File: src/rtl/pb_debounce_onepulse_pkg.sv
// Shared definitions for the push-button debouncer: channel FSM encodings,
// default parameter values and the long-press counter width helper.
package pb_debounce_onepulse_pkg;

    typedef enum logic [1:0] {
        PbIdle  = 2'd0,
        PbPress = 2'd1,
        PbLong  = 2'd2
    } pb_state_e;

    localparam int unsigned PbDefaultNPb       = 4;
    localparam int unsigned PbDefaultDepth     = 4;
    localparam int unsigned PbDefaultLongTicks = 150;

    // Bits needed to hold 0..ticks without wrapping; never less than one bit.
    function automatic int unsigned pb_cnt_width(input int unsigned ticks);
        int unsigned w;
        w = $clog2(ticks + 1);
        return (w < 1) ? 1 : w;
    endfunction

endpackage

File: src/rtl/pb_debounce_onepulse_channel.sv
// One push-button channel: input synchronizer, DEPTH-sample shift register,
// debounced level, press FSM and (with PB_LONG_PRESS_EN) the long-press counter.
// Optional feature macro: PB_LONG_PRESS_EN.
module pb_debounce_onepulse_channel
    import pb_debounce_onepulse_pkg::*;
#(
    parameter int unsigned DEPTH      = PbDefaultDepth,
    parameter int unsigned LONG_TICKS = PbDefaultLongTicks
) (
    input  logic clk,
    input  logic rst_n,
    input  logic tick_i,
    input  logic pb_raw_i,
    output logic level_o,
    output logic pulse_o,
    output logic long_pulse_o
);

    logic             sync1_q, sync2_q;
    logic [DEPTH-1:0] shift_q, shift_d;
    logic             level_q, level_d;
    logic             pulse_q, pulse_d;
    pb_state_e        state_q, state_d;

`ifdef PB_LONG_PRESS_EN
    localparam int unsigned         CntW    = pb_cnt_width(LONG_TICKS);
    localparam logic [CntW-1:0]     LongMax = CntW'(LONG_TICKS);
    localparam logic [CntW-1:0]     CntOne  = CntW'(1);

    logic [CntW-1:0] cnt_q, cnt_d;
    logic            long_q, long_d;
`else
    // LONG_TICKS only matters when the long-press feature is built.
    if (LONG_TICKS == 0) begin : g_long_ticks_unused
    end
`endif

    // Two-flop synchronizer for the asynchronous button pin.
    always_ff @(posedge clk or negedge rst_n) begin
        if (!rst_n) begin
            sync1_q <= 1'b0;
            sync2_q <= 1'b0;
        end else begin
            sync1_q <= pb_raw_i;
            sync2_q <= sync1_q;
        end
    end

    // Shift a new sample in only on the debounce tick; level follows unanimous history.
    always_comb begin
        shift_d = shift_q;
        if (tick_i) begin
            shift_d = {shift_q[DEPTH-2:0], sync2_q};
        end
        level_d = level_q;
        if (&shift_q) begin
            level_d = 1'b1;
        end else if (~|shift_q) begin
            level_d = 1'b0;
        end
    end

    // Press FSM: pulse on the debounced rise, optional long-press detection.
    always_comb begin
        state_d = state_q;
        pulse_d = 1'b0;
`ifdef PB_LONG_PRESS_EN
        cnt_d   = cnt_q;
        long_d  = 1'b0;
`endif
        unique case (state_q)
            PbIdle: begin
                if (level_d && !level_q) begin
                    state_d = PbPress;
                    pulse_d = 1'b1;
                end
            end
            PbPress: begin
                if (!level_d) begin
                    state_d = PbIdle;
`ifdef PB_LONG_PRESS_EN
                    cnt_d   = '0;
                end else if (tick_i && level_q && (cnt_q != LongMax)) begin
                    cnt_d = cnt_q + CntOne;
                    if ((cnt_q + CntOne) == LongMax) begin
                        state_d = PbLong;
                        long_d  = 1'b1;
                    end
`endif
                end
            end
            PbLong: begin
                if (!level_d) begin
                    state_d = PbIdle;
`ifdef PB_LONG_PRESS_EN
                    cnt_d   = '0;
`endif
                end
            end
            default: state_d = PbIdle;
        endcase
    end

    // Sample history, debounced level and FSM registers.
    always_ff @(posedge clk or negedge rst_n) begin
        if (!rst_n) begin
            shift_q <= '0;
            level_q <= 1'b0;
            pulse_q <= 1'b0;
            state_q <= PbIdle;
        end else begin
            shift_q <= shift_d;
            level_q <= level_d;
            pulse_q <= pulse_d;
            state_q <= state_d;
        end
    end

`ifdef PB_LONG_PRESS_EN
    // Long-press counter and its one-clock output pulse.
    always_ff @(posedge clk or negedge rst_n) begin
        if (!rst_n) begin
            cnt_q  <= '0;
            long_q <= 1'b0;
        end else begin
            cnt_q  <= cnt_d;
            long_q <= long_d;
        end
    end

    assign long_pulse_o = long_q;
`else
    assign long_pulse_o = 1'b0;
`endif

    assign level_o = level_q;
    assign pulse_o = pulse_q;

endmodule

File: src/rtl/pb_debounce_onepulse.sv
// Push-button conditioner: synchronizes the slow clk_150 strobe into a one-clock
// tick shared by N_PB independent debounce/one-pulse channels.
// Optional feature macro: PB_LONG_PRESS_EN (long-press pulses on pb_long_o).
module pb_debounce_onepulse
    import pb_debounce_onepulse_pkg::*;
#(
    parameter int unsigned N_PB       = PbDefaultNPb,
    parameter int unsigned DEPTH      = PbDefaultDepth,
    parameter int unsigned LONG_TICKS = PbDefaultLongTicks
) (
    input  logic            clk,
    input  logic            rst_n,
    input  logic            clk_150_i,
    input  logic [N_PB-1:0] pb_in_i,
    output logic [N_PB-1:0] pb_level_o,
    output logic [N_PB-1:0] pb_pulse_o,
    output logic [N_PB-1:0] pb_long_o
);

    logic c150_s1_q, c150_s2_q, c150_prev_q;
    logic armed_q, armed_d;
    logic c150_rise;
    logic tick;

    // The first synced rising edge after reset only arms the tick generator,
    // so a clk_150 already high at reset release cannot fake a sample strobe.
    always_comb begin
        c150_rise = c150_s2_q & ~c150_prev_q;
        tick      = c150_rise & armed_q;
        armed_d   = armed_q | c150_rise;
    end

    // clk_150 synchronizer, edge-detect history and arm flag.
    always_ff @(posedge clk or negedge rst_n) begin
        if (!rst_n) begin
            c150_s1_q   <= 1'b0;
            c150_s2_q   <= 1'b0;
            c150_prev_q <= 1'b0;
            armed_q     <= 1'b0;
        end else begin
            c150_s1_q   <= clk_150_i;
            c150_s2_q   <= c150_s1_q;
            c150_prev_q <= c150_s2_q;
            armed_q     <= armed_d;
        end
    end

    for (genvar i = 0; i < N_PB; i++) begin : g_ch
        pb_debounce_onepulse_channel #(
            .DEPTH      (DEPTH),
            .LONG_TICKS (LONG_TICKS)
        ) u_channel (
            .clk          (clk),
            .rst_n        (rst_n),
            .tick_i       (tick),
            .pb_raw_i     (pb_in_i[i]),
            .level_o      (pb_level_o[i]),
            .pulse_o      (pb_pulse_o[i]),
            .long_pulse_o (pb_long_o[i])
        );
    end

endmodule

File: config.mk
export PLATFORM = sky130hd
export DESIGN_NAME = pb_debounce_onepulse
export DESIGN_NICKNAME = d
export VERILOG_FILES = /design/src/rtl/pb_debounce_onepulse_pkg.sv /design/src/rtl/pb_debounce_onepulse_channel.sv /design/src/rtl/pb_debounce_onepulse.sv
export SDC_FILE = /design/constraint.sdc
export NUM_CORES = 1
export LEC_CHECK = 0
export BUFFER_PORTS_ARGS = -buffer_cell sky130_fd_sc_hd__buf_4
export CORE_MARGIN = 10
export CORE_UTILIZATION = 38
export DETAILED_ROUTE_END_ITERATION = 8
export MAX_ROUTING_LAYER = met4
export PLACE_DENSITY_LB_ADDON = 0.1
export REMOVE_ABC_BUFFERS = 1
export SLEW_MARGIN = 20
export SYNTH_ARGS = -nofsm -noshare
export SYNTH_HDL_FRONTEND = slang
export SYNTH_SLANG_ARGS = --single-unit
export TNS_END_PERCENT = 1
File: constraint.sdc
create_clock -name clk -period 1.4 [get_ports clk]
set_input_delay 0.14 -clock clk [delete_from_list [all_inputs] [get_ports clk]]
set_output_delay 0.14 -clock clk [all_outputs]
set_load 0.05 [all_outputs]
==> results of run 1 <==
-- final timing paths --
check / end / cells after the start / slack (ns)
min in group clk: g_ch[2].u_channel.sync2_q$_DFF_PN0_ / 0 / 0.35
max in group asynchronous: g_ch[2].u_channel.sync1_q$_DFF_PN0_ / 2 / 0.70
min: g_ch[2].u_channel.state_q[0]$_DFFE_PN0P_ / 2 / 0.34
max: g_ch[3].u_channel.shift_q[3]$_DFFE_PN0P_ / 2 / 0.20
min reg2reg: g_ch[2].u_channel.sync2_q$_DFF_PN0_ / 0 / 0.35
max reg2reg: g_ch[3].u_channel.shift_q[3]$_DFFE_PN0P_ / 2 / 0.20
-- final cells by class --
class	count	area (µm²)	share of cell area [%]
multi-input combinational	54	460	25.6
tap	50	62.6	3.47
clock inverter	2	35.0	1.95
timing repair buffer	20	165	9.17
inverter	1	3.75	0.208
clock buffer	6	72.6	4.03
sequential	40	1000	55.6
-- critical path, cell delays in order, from the launching register on --
cell,delay (ns)
dfrtp_1,0.38
nand3b_4,0.33
mux2_4,0.37
-- per-stage QoR --
step	area, µm²	setup slack, ns
after floorplan	1470	0.284
after global placement	1630	0.219
after detailed placement	1630	0.205
after CTS	1800	0.178
after global routing	1800	0.136
final	1800	0.203
-- logic make-up after synthesis --
logic type / after synthesis
buf+inv: 14
compound gates: 5
other cells: 1
mux: 20
simple gates: 25
flops: 40
-- state kept, by name, summed over array words and instances, names as in the netlist --
name and count:
c150_s1_q 1, c150_s2_q 1, g_ch.u_channel.shift_q 16, c150_prev_q 1
g_ch.u_channel.sync2_q 4, armed_q 1, g_ch.u_channel.pulse_o 4, g_ch.u_channel.level_o 4
g_ch.u_channel.state_q 4, g_ch.u_channel.sync1_q 4
-- report_power, final --
group          internal (W)  leakage (nW)  switching (W)
registers           0.00139         0.492       0.000252
clock network      0.000529        0.0552       0.000383
logic              0.000345         0.281       0.000360
-- layer usage --
layer,global-route usage [%],up-vias
met4,5.94,0
met1,9.10,410
met5,-,-
li1,-,392
met3,3.22,8
met2,9.83,21
-- cell usage in the layout, fill, tap and decap left out, drive strengths merged --
cell / instances
buf: 14
nand3b: 1
nand3: 4
nor3: 8
dfrtp: 40
bufinv: 1
nor4b: 4
a31oi: 4
clkinv: 1
a21o: 1
dlygate4sd3: 6
conb: 4
nor4: 4
mux2i: 4
clkbuf: 6
mux2: 16
nor2: 4
inv: 1
-- timing repair --
item,4_1_cts,5_1_grt
resized for setup,0,0
endpoints found under the hold margin,45,0
hold buffers,6,0
==> results summary, run 1 <==
The synthesized-area fraction occupied by adder cells came out at 0%. The H-tree depth is 2. The fraction of final layout cells sized beyond drive strength 1 is between 30 and 40%.

After global routing the overflow that remains totals 0. The worst path required time is 1.57 ns. The CTS tree is yes. After clock tree synthesis, the clock-pin slew on the worst setup and hold paths is 0.08 ns. The core area came out at roughly 0.004 mm². After Yosys synthesis, and, or, nand and nor cells account for 9.98% of the synthesized area. The top-level I/O count came out at 19. The signal arrival time at the worst endpoint is ~1.4 ns. The number of library cell types mapped by synthesis is 16. The worst setup path is launched from a flop. The via density per instance came out at slightly below 5. The wire length of the first global-routing pass is between 4 and 5 mm. The hold violation count in the final report came to 0. The number of nets with antenna violations after detailed routing is 0. For the final routed database, the setup TNS stands at 0 ns. The async set-or-reset flop fraction in the synthesized netlist is 100%. The detailed router finished its first iteration with roughly 100 violations. Port buffering added 14 buffers. The initialized floorplan defines 23 standard-cell rows. The area of the mapped netlist came out at 0.00156 mm².

From left edge to right edge, the die measures around 84 µm. The top routing layer in use is met4. The number of flops mapped to enable cells by yosys is 0.

The routed layout has between 800 and 900 vias. The classification of the worst setup path is flop to flop. The pin count of the biggest net entering global routing came out at approximately 40. The wire length per cell came out at around 13 µm. At the end of the flow, the number of nets in the layout was 129.

The number of buffers added for setup after CTS is 0. The wire length on met3 came out at 136 µm. The cell count after synthesis came out at between 100 and 150. Of the total synthesized cell area, the portion taken by XOR and XNOR cells is 0%. In this run, CTS created clock tree buffers numbering 5. Across the routed clock network, the largest skew measured is around 0.009 ns.

The peak ir drop on the vdd network came out at around 0.00073 V. Setup repair after global routing left no endpoint under its margin. Once layout is complete, the cells apart from fillers number between 150 and 200. The synthesis warning total came out at 0. The total iterations of the first detailed-routing run came out at 3.

The number of antenna violations at the first check in global routing is 0. CTS placed an instance of clkbuf_8 at the clock tree root. The worst hold path class is input pin to asynchronous set/reset pin.

The fraction of synthesized area in multiplexers is approximately 17%. Counting tap cells, the placed design contains a total of approximately 160 instances. The routability congestion estimate from global placement is 0.687.

The final hold slack is between 0.3 and 0.4 ns. After layout, the design draws a total of between 0.003 and 0.004 W. The timing-limited maximum frequency is between 800 and 900 MHz.

The average instance in the mapped netlist occupies around 15 µm². The most used flip-flop cell after synthesis is dfrtp_1. The half-perimeter wire length after detailed placement came out at 1.46 mm. CTS saw 40 sinks. After synthesis, the largest family of logic cells by area is multiplexers.

The tool flagged a number of max-cap violations equal to 0. The cell with the most instances after synthesis is dfrtp_1. After synthesis, the most frequently instantiated cells are 40 x dfrtp_1, 12 x buf_4, 10 x mux2_4. The compound-cell area share of the yosys netlist came out at under 10%. Summed over all instances, the cell type with the most area after synthesis is dfrtp_1. The routed design has 2.24 mm of wire. The run finished with clean final reports. Once the floorplan was initialized, standard cells occupied 39.2% of the core. The critical path endpoint category is a flop. The DRC violation count after routing is 0. The count of fill cells added during filler insertion came out at 370. Cells fill between 40% and 50% of the core in the end. The global-route usage over all layers is under 10%. The fraction of the yosys area taken by sequential cells came out at between 60% and 70%. The final critical delay including setup and external delays came out at about 1.2 ns. The clock latency on the worst-skew pair is approximately 0.29 ns. The peak fanout along the critical path came out at 16. In this run the static leakage power is slightly above 0.8 nW. The die span in y came out at about 84 µm. The floorplan step defined a die boundary enclosing slightly above 0.007 mm². In this run, synthesis produced a sequential element count of 40. The startpoint identified for the worst register-to-register timing path is c150_prev_q$_DFF_PN0_. By area the synthesized netlist is led by dfrtp_1 64%, mux2_4 9.7%, buf_4 5.8%, mux2_2 4.3%, mux2i_1 2.6%. In the final routing, the length of wire on met1 measures 1.10 mm. The count of inserted antenna diode cells came out at 0. The critical path starts at c150_prev_q$_DFF_PN0_. Relative to the synthesized area, the layout overhead comes to 15.8%.

The power density of the placed cells came out at about 1800 mW/mm². Dividing the final minimum period by the clock period gives a little under nine tenths. The deepest clock path buffer count came out at 2. The number of pins with negative max-slew slack in the final report is 0.

The count of final setup violators is 0. The top cell type's share of synthesized area is about 64%. The via count of the first global-routing pass came out at approximately 920. The routed design uses a little over 900 µm of met2 wire.
(Power assumes the default switching activity.)
==> run 2, diff against run 1 <==
--- a/config.mk
+++ b/config.mk
@@ -5,6 +5,7 @@
 export SDC_FILE = /design/constraint.sdc
 export NUM_CORES = 1
 export LEC_CHECK = 0
+export ABC_AREA = 1
 export BUFFER_PORTS_ARGS = -buffer_cell sky130_fd_sc_hd__buf_4
 export CORE_MARGIN = 10
 export CORE_UTILIZATION = 38
==> results summary, run 2 <==
The vias after detailed routing came to 903 (+8.7%). The initial DRC count was 75 (-26%). The fraction of final layout cells sized beyond drive strength 1 is 25.0% (-5.9 points). The standard-cell row count is 23 (unchanged).

The total iterations of the first detailed-routing run came to 4 (+1). The area growth from synthesis to layout is 13.5%. The number of pins with negative max-slew slack in the final report is 0 (unchanged). The global-route track usage on met1 is 7.97% (-1.1 points). The placed cell count came out at 193 (+21%).

The register clock-pin slew on the reported worst setup and hold paths is 0.07 ns (about the same). The clock sink count is 40 (unchanged). TritonCTS built the clock tree. The pin count of the biggest net entering global routing is 41 (unchanged). The area of the die came to 0.00709 mm² (+0.55%).

The die span in y came to 84.2 µm (+0.27%). The cell with the most instances after synthesis is dfrtp_1. The compound-cell area share of the yosys netlist is 10.8% (+8.7 points). Grouping stages by cell kind, the critical path spends the most delay in simple AND/OR/NAND/NOR gates. The critical path's largest stage delay is 0.37 ns (about the same). The root buffer selected by CTS is clkbuf_8.

The initial core utilization was 39.2% (about the same). The final critical delay including setup and external delays came out at 1.23 ns (+0.0371 ns). The max-cap check violation count came out at 0 (unchanged). The met2 track utilization from global routing is 10.7% (+0.82 points). The global-route usage over all layers came out at 7.27% (-0.37 points).

The number of library cell types mapped by synthesis came out at 14 (-2). The core area is 0.00400 mm² (+0.72%). The fraction of the yosys area taken by sequential cells came out at 63.9% (-0.46 points). The register bit total from synthesis is 40 (unchanged). STA classifies the critical path startpoint as a flop.

The library cells used most frequently in the layout, excluding fill and tap cells, are 40 x dfrtp_1, 22 x nand2_1, 18 x nor2_1, 15 x inv_1, 14 x buf_4. Along the worst hold path, the cell count comes to 0. Counting flops per register, the top entry is g_ch.u_channel.shift_q. Setup repair after global routing left no endpoint under its margin. The TritonCTS buffer count is 5 (unchanged). The power density of the placed cells is 1700 mW/mm² (-6.3%).

The synthesized-area fraction occupied by adder cells came out at 0% (unchanged). The timing-limited maximum frequency is 811 MHz (-3.0%). The area fraction in and, or, nand and nor cells after synthesis is 13.6% (+3.6 points).

After synthesis, the cell types taking the most area are dfrtp_1 64%, buf_4 5.8%, o21ai_2 5.6%, nand2_1 5.3%, nor2_1 4.3%. The classification of the worst setup path is flop to flop. The number of port buffers is 14 (unchanged). The area of the mapped netlist came out at 0.00157 mm² (+0.72%).

The via density per instance came out at 4.38 (-8.7%). The utilization after layout is 44.4% (-0.89 points). The wire length of the first global-routing pass was 4.08 mm (-4.2%). The top cell type's share of synthesized area is 63.9% (-0.46 points).

The instance count of the mapped netlist came out at 141 (+34%). By area, the combinational part of the netlist is dominated by simple AND/OR/NAND/NOR gates. The count of fill cells added during filler insertion came out at 385 (+4.1%). The post-synthesis xor/xnor area fraction came out at 0% (unchanged). The routability congestion estimate from global placement is 0.680 (-1.0%). The synthesis warning total came out at 0 (unchanged).

The final worst clock skew is 0.00525 ns (-0.00390 ns). The post-synthesis average cell area came out at 11.1 µm² (-25%). The worst reg-to-reg path cell count came out at 4 (+2). The number of nets with antenna violations after detailed routing came out at 0 (unchanged). The count of inserted antenna diode cells came to 0 (unchanged). The via count of the first global-routing pass was 928 (+1.2%). The deepest clock path buffer count is 2 (unchanged).

The net count of the finished layout is 163 (+26%). By count the netlist is led by 40 x dfrtp_1, 22 x nand2_1, 18 x nor2_1. The cell leakage power came to 0.884 nW (+6.8%). The peak ir drop on the vdd network came out at 0.000805 V (+11%). The DRC violation count after routing is 0 (unchanged).

The most common cell after layout, fill and taps aside is dfrtp_1. The async set-or-reset flop fraction in the synthesized netlist is 100% (unchanged). The slowest stage of the critical path belongs to the cell dfrtp_1. The half-perimeter wire length after detailed placement came to 1.52 mm (+4.5%). The number of flops mapped to enable cells by yosys came to 0 (unchanged). The met3 global-route usage came out at 3.67% (+0.45 points). The worst hold path class is flop to flop. The peak fanout along the critical path came to 32 (+16). The total buffers and inverters traversed by the critical path is 1 (+1).

The setup TNS came out at 0 ns (unchanged). Traced cell by cell, the critical path runs through inv_1 -> nand3_4 -> nor2_1 -> a21oi_2. The width of the die is 84.2 µm (+0.27%). The H-tree depth was 2 (unchanged). The aggregate global routing overflow came to 0 (unchanged).

The most heavily used metal layer in global routing is met2. The post-route fraction of the period consumed by the critical path came out at 88.1% (+2.6 points). The flip-flop count of the largest register, all copies and words added is 16 (unchanged). The sum of routed wire length over all layers came to 2.29 mm (+2.2%). The number of buffers added for setup after CTS is 0 (unchanged). The clock latency on the worst-skew pair is 0.28 ns (about the same). The depth of the critical timing path with buffers and inverters included is 4 (+2). The hold violation count in the final report came to 0 (unchanged). The fraction of synthesized area in multiplexers came to 0% (-17 points). The top-level I/O count was 19 (unchanged). The number of antenna violations at the first check in global routing came out at 0 (unchanged). The number of cells in the finished layout apart from fillers is 206 (+19%).

The flow ran to the end, and the final reports show no timing, DRC or antenna violations. The count of final setup violators came out at 0 (unchanged). The synthesized design spends more area on one cell type than any other, namely dfrtp_1. The signal arrival time at the worst endpoint was 1.39 ns (+0.02 ns). The wire length per cell is 11.1 µm (-14%).

The critical path endpoint category is a flop. The most used flip-flop cell after synthesis is dfrtp_1. The worst path required time is 1.56 ns (about the same).
run 2: cell families after synthesis:
group,after synthesis
buffers and inverters,30
AO/OA/AOI/OAI,21
other,1
flip-flops,40
AND/OR/NAND/NOR,49
run 2: per-layer routing:
layer,wire length [µm],share of wire [%],up-vias
li1,-,-,456
met1,1040,45,430
met2,1110,48,14
met3,113,4.9,3
met4,29,1.3,0
met5,0,0,-
run 2: timing repair:
item,4_1_cts,5_1_grt
hold buffers,6,0
gates resized for setup,0,0
setup endpoints to repair,0,0
endpoints found under the hold margin,45,0
run 2: final timing paths:
| check | slack [ns] | start | end |
|---|---|---|---|
| worst max-delay path | 0.17 | c150_prev_q$_DFF_PN0_ | g_ch[3].u_channel.shift_q[2]$_DFFE_PN0P_ |
| worst min-delay path | 0.35 | g_ch[2].u_channel.sync1_q$_DFF_PN0_ | g_ch[2].u_channel.sync2_q$_DFF_PN0_ |
| worst max register to register | 0.17 | c150_prev_q$_DFF_PN0_ | g_ch[3].u_channel.shift_q[2]$_DFFE_PN0P_ |
| worst min register to register | 0.35 | g_ch[2].u_channel.sync1_q$_DFF_PN0_ | g_ch[2].u_channel.sync2_q$_DFF_PN0_ |
| max in group asynchronous | 0.70 | rst_n | g_ch[3].u_channel.shift_q[3]$_DFFE_PN0P_ |
| min in group asynchronous | 0.36 | rst_n | g_ch[2].u_channel.pulse_o$_DFF_PN0_ |
run 2: where the power goes:
part           total (W)  switching [W]  internal [W]
Clock           0.000804       0.000365      0.000439
Sequential       0.00152       0.000155       0.00136
Combinational   0.000693       0.000465      0.000228
Total            0.00301       0.000985       0.00203
run 2: stage by stage:
step | hold WS, ns | worst slack (ns) | power [W] | instance area, µm²
floorplan | -0.156 | 0.303 | 0.00202 | 1450
global placement | 0.139 | 0.201 | 0.00221 | 1620
detailed placement | 0.149 | 0.171 | 0.00224 | 1620
CTS | 0.351 | 0.151 | 0.00307 | 1780
global route | 0.361 | 0.0402 | 0.00322 | 1780
finish | 0.350 | 0.166 | 0.00301 | 1780
run 2: layout make-up:
type                       instances  area [µm²]  area share (%)
timing repair buffer              20         165            9.29
sequential                        40        1000            56.3
inverter                          15        56.3            3.17
clock buffer                       7        96.3            5.42
tap                               50        62.6            3.52
multi-input combinational         74         397            22.3
run 2: worst register-to-register path, cell delays in order, from the launching register on:
cell	delay, ns
dfrtp_1	0.37
inv_1	0.11
nand3_4	0.35
nor2_1	0.25
a21oi_2	0.04
==> run 3, diff against run 2 <==
--- a/config.mk
+++ b/config.mk
@@ -6,12 +6,13 @@
 export NUM_CORES = 1
 export LEC_CHECK = 0
 export ABC_AREA = 1
-export BUFFER_PORTS_ARGS = -buffer_cell sky130_fd_sc_hd__buf_4
+export BUFFER_PORTS_ARGS = -buffer_cell sky130_fd_sc_hd__buf_2
+export CAP_MARGIN = 5
 export CORE_MARGIN = 10
 export CORE_UTILIZATION = 38
 export DETAILED_ROUTE_END_ITERATION = 8
 export MAX_ROUTING_LAYER = met4
-export PLACE_DENSITY_LB_ADDON = 0.1
+export PLACE_DENSITY = 0.58
 export REMOVE_ABC_BUFFERS = 1
 export SLEW_MARGIN = 20
 export SYNTH_ARGS = -nofsm -noshare
==> results summary, run 3 (same netlist as run 2, synthesis figures left out) <==
The final critical delay including setup and external delays is 1.24 ns (+0.00547 ns). The number of pins with negative max-slew slack in the final report is 0 (unchanged). Setup repair after global routing left no endpoint under its margin.

The startpoint identified for the worst register-to-register timing path is c150_prev_q$_DFF_PN0_. The half-perimeter wire length after detailed placement is 1.62 mm (+6.2%). The peak fanout along the critical path came out at 32 (unchanged). The critical path ends at g_ch[3].u_channel.shift_q[2]$_DFFE_PN0P_.

The clock sink count came to 40 (unchanged). The clock latency on the worst-skew pair is 0.29 ns (about the same). The initial DRC count came out at 41 (-45%). The TritonCTS buffer count came out at 5 (unchanged). The endpoint of the worst-slack reg-to-reg timing path is g_ch[3].u_channel.shift_q[2]$_DFFE_PN0P_.

The critical path's largest stage delay is 0.37 ns (about the same). The depth of the critical timing path with buffers and inverters included came out at 4 (unchanged). The area of the die came to 0.00709 mm² (unchanged). The number of nets with antenna violations after detailed routing came to 0 (unchanged). The peak ir drop on the vdd network came out at 0.000730 V (-9.3%). The run finished with clean final reports. Leaving out fill and tap cells, the most frequent cells in the layout are 40 x dfrtp_1, 22 x nand2_1, 18 x nor2_1, 15 x inv_1, 14 x buf_2. The wire length per cell is 10.9 µm (-2.2%).

The fraction of final layout cells sized beyond drive strength 1 was 25.5% (+0.48 points). The total iterations of the first detailed-routing run was 4 (unchanged). The proportion of total power due to net switching came out at 32.9% (+0.22 points). The layout overhead on the synthesized area came out at 12.5%. The flip-flop count of the largest register, all copies and words added came to 16 (unchanged). The count of fill cells added during filler insertion is 377 (-2.1%). The top-level I/O count came out at 19 (unchanged). The DRC violation count after routing came to 0 (unchanged). The count of inserted antenna diode cells is 0 (unchanged). The total net switching power is 0.000979 W (-0.63%). The final worst clock skew came out at 0.00564 ns (+0.000391 ns). The placed cell area came out at 0.00161 mm² (-0.93%).

The vias after detailed routing is 907 (+0.44%). The standard-cell row count came out at 23 (unchanged). The H-tree depth is 2 (unchanged). The via density per instance is 4.38 (about the same). The net count of the finished layout is 164 (+0.61%). STA classifies the critical path endpoint as a flop. The sum of routed wire length over all layers is 2.25 mm (-1.7%). The total chip power is 0.00298 W (-1.3%). The wire length of the first global-routing pass came to 3.95 mm (-3.2%).

The number of gates resized after cts was 0 (unchanged). The global-route usage over all layers is 7.19% (-0.086 points). The cell leakage power came out at 0.887 nW (+0.30%). The critical path is of the flop to flop type. The final non-filler cell area came out at 0.00176 mm² (-0.84%).

The root buffer cell chosen for the clock tree is clkbuf_8. The routability congestion estimate from global placement is 0.694 (+2.1%). The number of antenna violations at the first check in global routing came to 0 (unchanged). The part of the total power dissipated in combinational logic came to 22.3% (-0.7 points). The total buffers and inverters traversed by the critical path came to 1 (unchanged). The critical path starts at c150_prev_q$_DFF_PN0_. The slowest cell on the critical path is dfrtp_1. The hold violation count in the final report is 0 (unchanged). The initial core utilization came to 39.2% (unchanged). The die span in y came to 84.2 µm (unchanged). The setup TNS came out at 0 ns (unchanged). The power density of the placed cells came out at 1690 mW/mm² (-0.44%). The aggregate global routing overflow was 0 (unchanged). The part of the total power dissipated in the clock network is 26.7% (about the same). The post-route fraction of the period consumed by the critical path is 88.5% (+0.39 points). Traced cell by cell, the critical path runs through inv_1 -> nand3_4 -> nor2_1 -> a21oi_2.

The count of final setup violators came out at 0 (unchanged). The worst reg-to-reg path cell count was 4 (unchanged). The via count of the first global-routing pass was 896 (-3.4%). The worst path required time came out at 1.56 ns (about the same). The register clock-pin slew on the reported worst setup and hold paths was 0.07 ns (about the same). The core area is 0.00400 mm² (unchanged). The sequential share of power came out at 51.0% (+0.7 points). The number of port buffers is 14 (unchanged). The worst setup path is launched from a flop. The width of the die is 84.2 µm (unchanged).

The deepest clock path buffer count is 2 (unchanged). The pin count of the biggest net entering global routing came out at 33 (-20%). The CTS tree is yes. The largest delay contributor family on the critical path is simple AND/OR/NAND/NOR gates. The final hold slack is 0.324 ns (-0.0256 ns).

The library cell used most frequently in the layout, excluding fill and tap cells, is dfrtp_1. The timing-limited maximum frequency is 807 MHz (-0.44%). The flop-to-flop setup slack came out at 0.16 ns (about the same).

The max-cap check violation count is 0 (unchanged). The signal arrival time at the worst endpoint came out at 1.40 ns (about the same). The path class of the tightest hold or removal check is input pin to asynchronous set/reset pin. The design internal power is 0.00200 W (-1.6%). The most flop-heavy register is g_ch.u_channel.shift_q.
-- run 3: changes by cell type in the layout (fill, tap and decap cells not counted) --
| cell | change |
|---|---|
| buf_12 | +1 |
| buf_2 | +14 |
| buf_4 | -14 |
-- run 3: metrics by stage --
stage          utilization (%)  worst slack [ns]  std cells
2_1_floorplan                -             0.303        129
3_3_place_gp              40.2             0.220        194
3_5_place_dp              40.2             0.156        194
4_1_cts                   44.1             0.136        207
5_1_grt                   44.1            0.0486        207
6_report                  44.1             0.161        207
-- run 3: layer usage --
metal | track usage, % | wire (µm)
met1 | 7.39 | 1050
met2 | 10.8 | 1000
met3 | 4.06 | 146
met4 | 3.65 | 51
met5 | - | 0
-- run 3: repair_timing --
action | 4_1_cts | 5_1_grt
endpoints found under the hold margin | 23 | 0
buffers inserted | 0 | 0
hold buffers | 6 | 0
endpoints found under the setup margin | 0 | 0
-- run 3: worst reg2reg max path: cells and delay by family (launching register included) --
| family | cells | cell delay, ns |
|---|---|---|
| AOI/OAI and AO/OA | 1 | 0.05 |
| buffers and inverters | 1 | 0.10 |
| DFF | 1 | 0.37 |
| and+or+nand+nor | 2 | 0.59 |
-- run 3: final cells by class --
cell class,instances,area (µm²),share of cell area (%)
tap,50,62.6,3.55
clock buffer,7,96.3,5.46
multi-input combinational,74,397,22.5
sequential,40,1000,56.8
timing repair buffer,21,150,8.52
inverter,15,56.3,3.19
-- run 3: power groups by stage --
stage               Combinational, W  Clock, W  Sequential (W)
floorplan                   0.000309         0         0.00171
global placement            0.000642         0         0.00153
detailed placement          0.000664         0         0.00154
CTS                         0.000678  0.000834         0.00152
global route                0.000742  0.000872         0.00155
finish                      0.000663  0.000796         0.00152
-- run 3: worst min path at each step --
| stage | start | to | cells past startpoint | slack [ns] |
|---|---|---|---|---|
| after global placement | rst_n | c150_s2_q$_DFF_PN0_ | 1 | 0.11 |
| after CTS | rst_n | c150_s2_q$_DFF_PN0_ | 2 | 0.33 |
| final | rst_n | c150_prev_q$_DFF_PN0_ | 2 | 0.32 |
| after detailed placement | rst_n | c150_prev_q$_DFF_PN0_ | 1 | 0.12 |
| after floorplan | rst_n | armed_q$_DFF_PN0_ | 0 | -0.16 |
| after global routing | g_ch[2].u_channel.sync1_q$_DFF_PN0_ | g_ch[2].u_channel.sync2_q$_DFF_PN0_ | 0 | 0.35 |
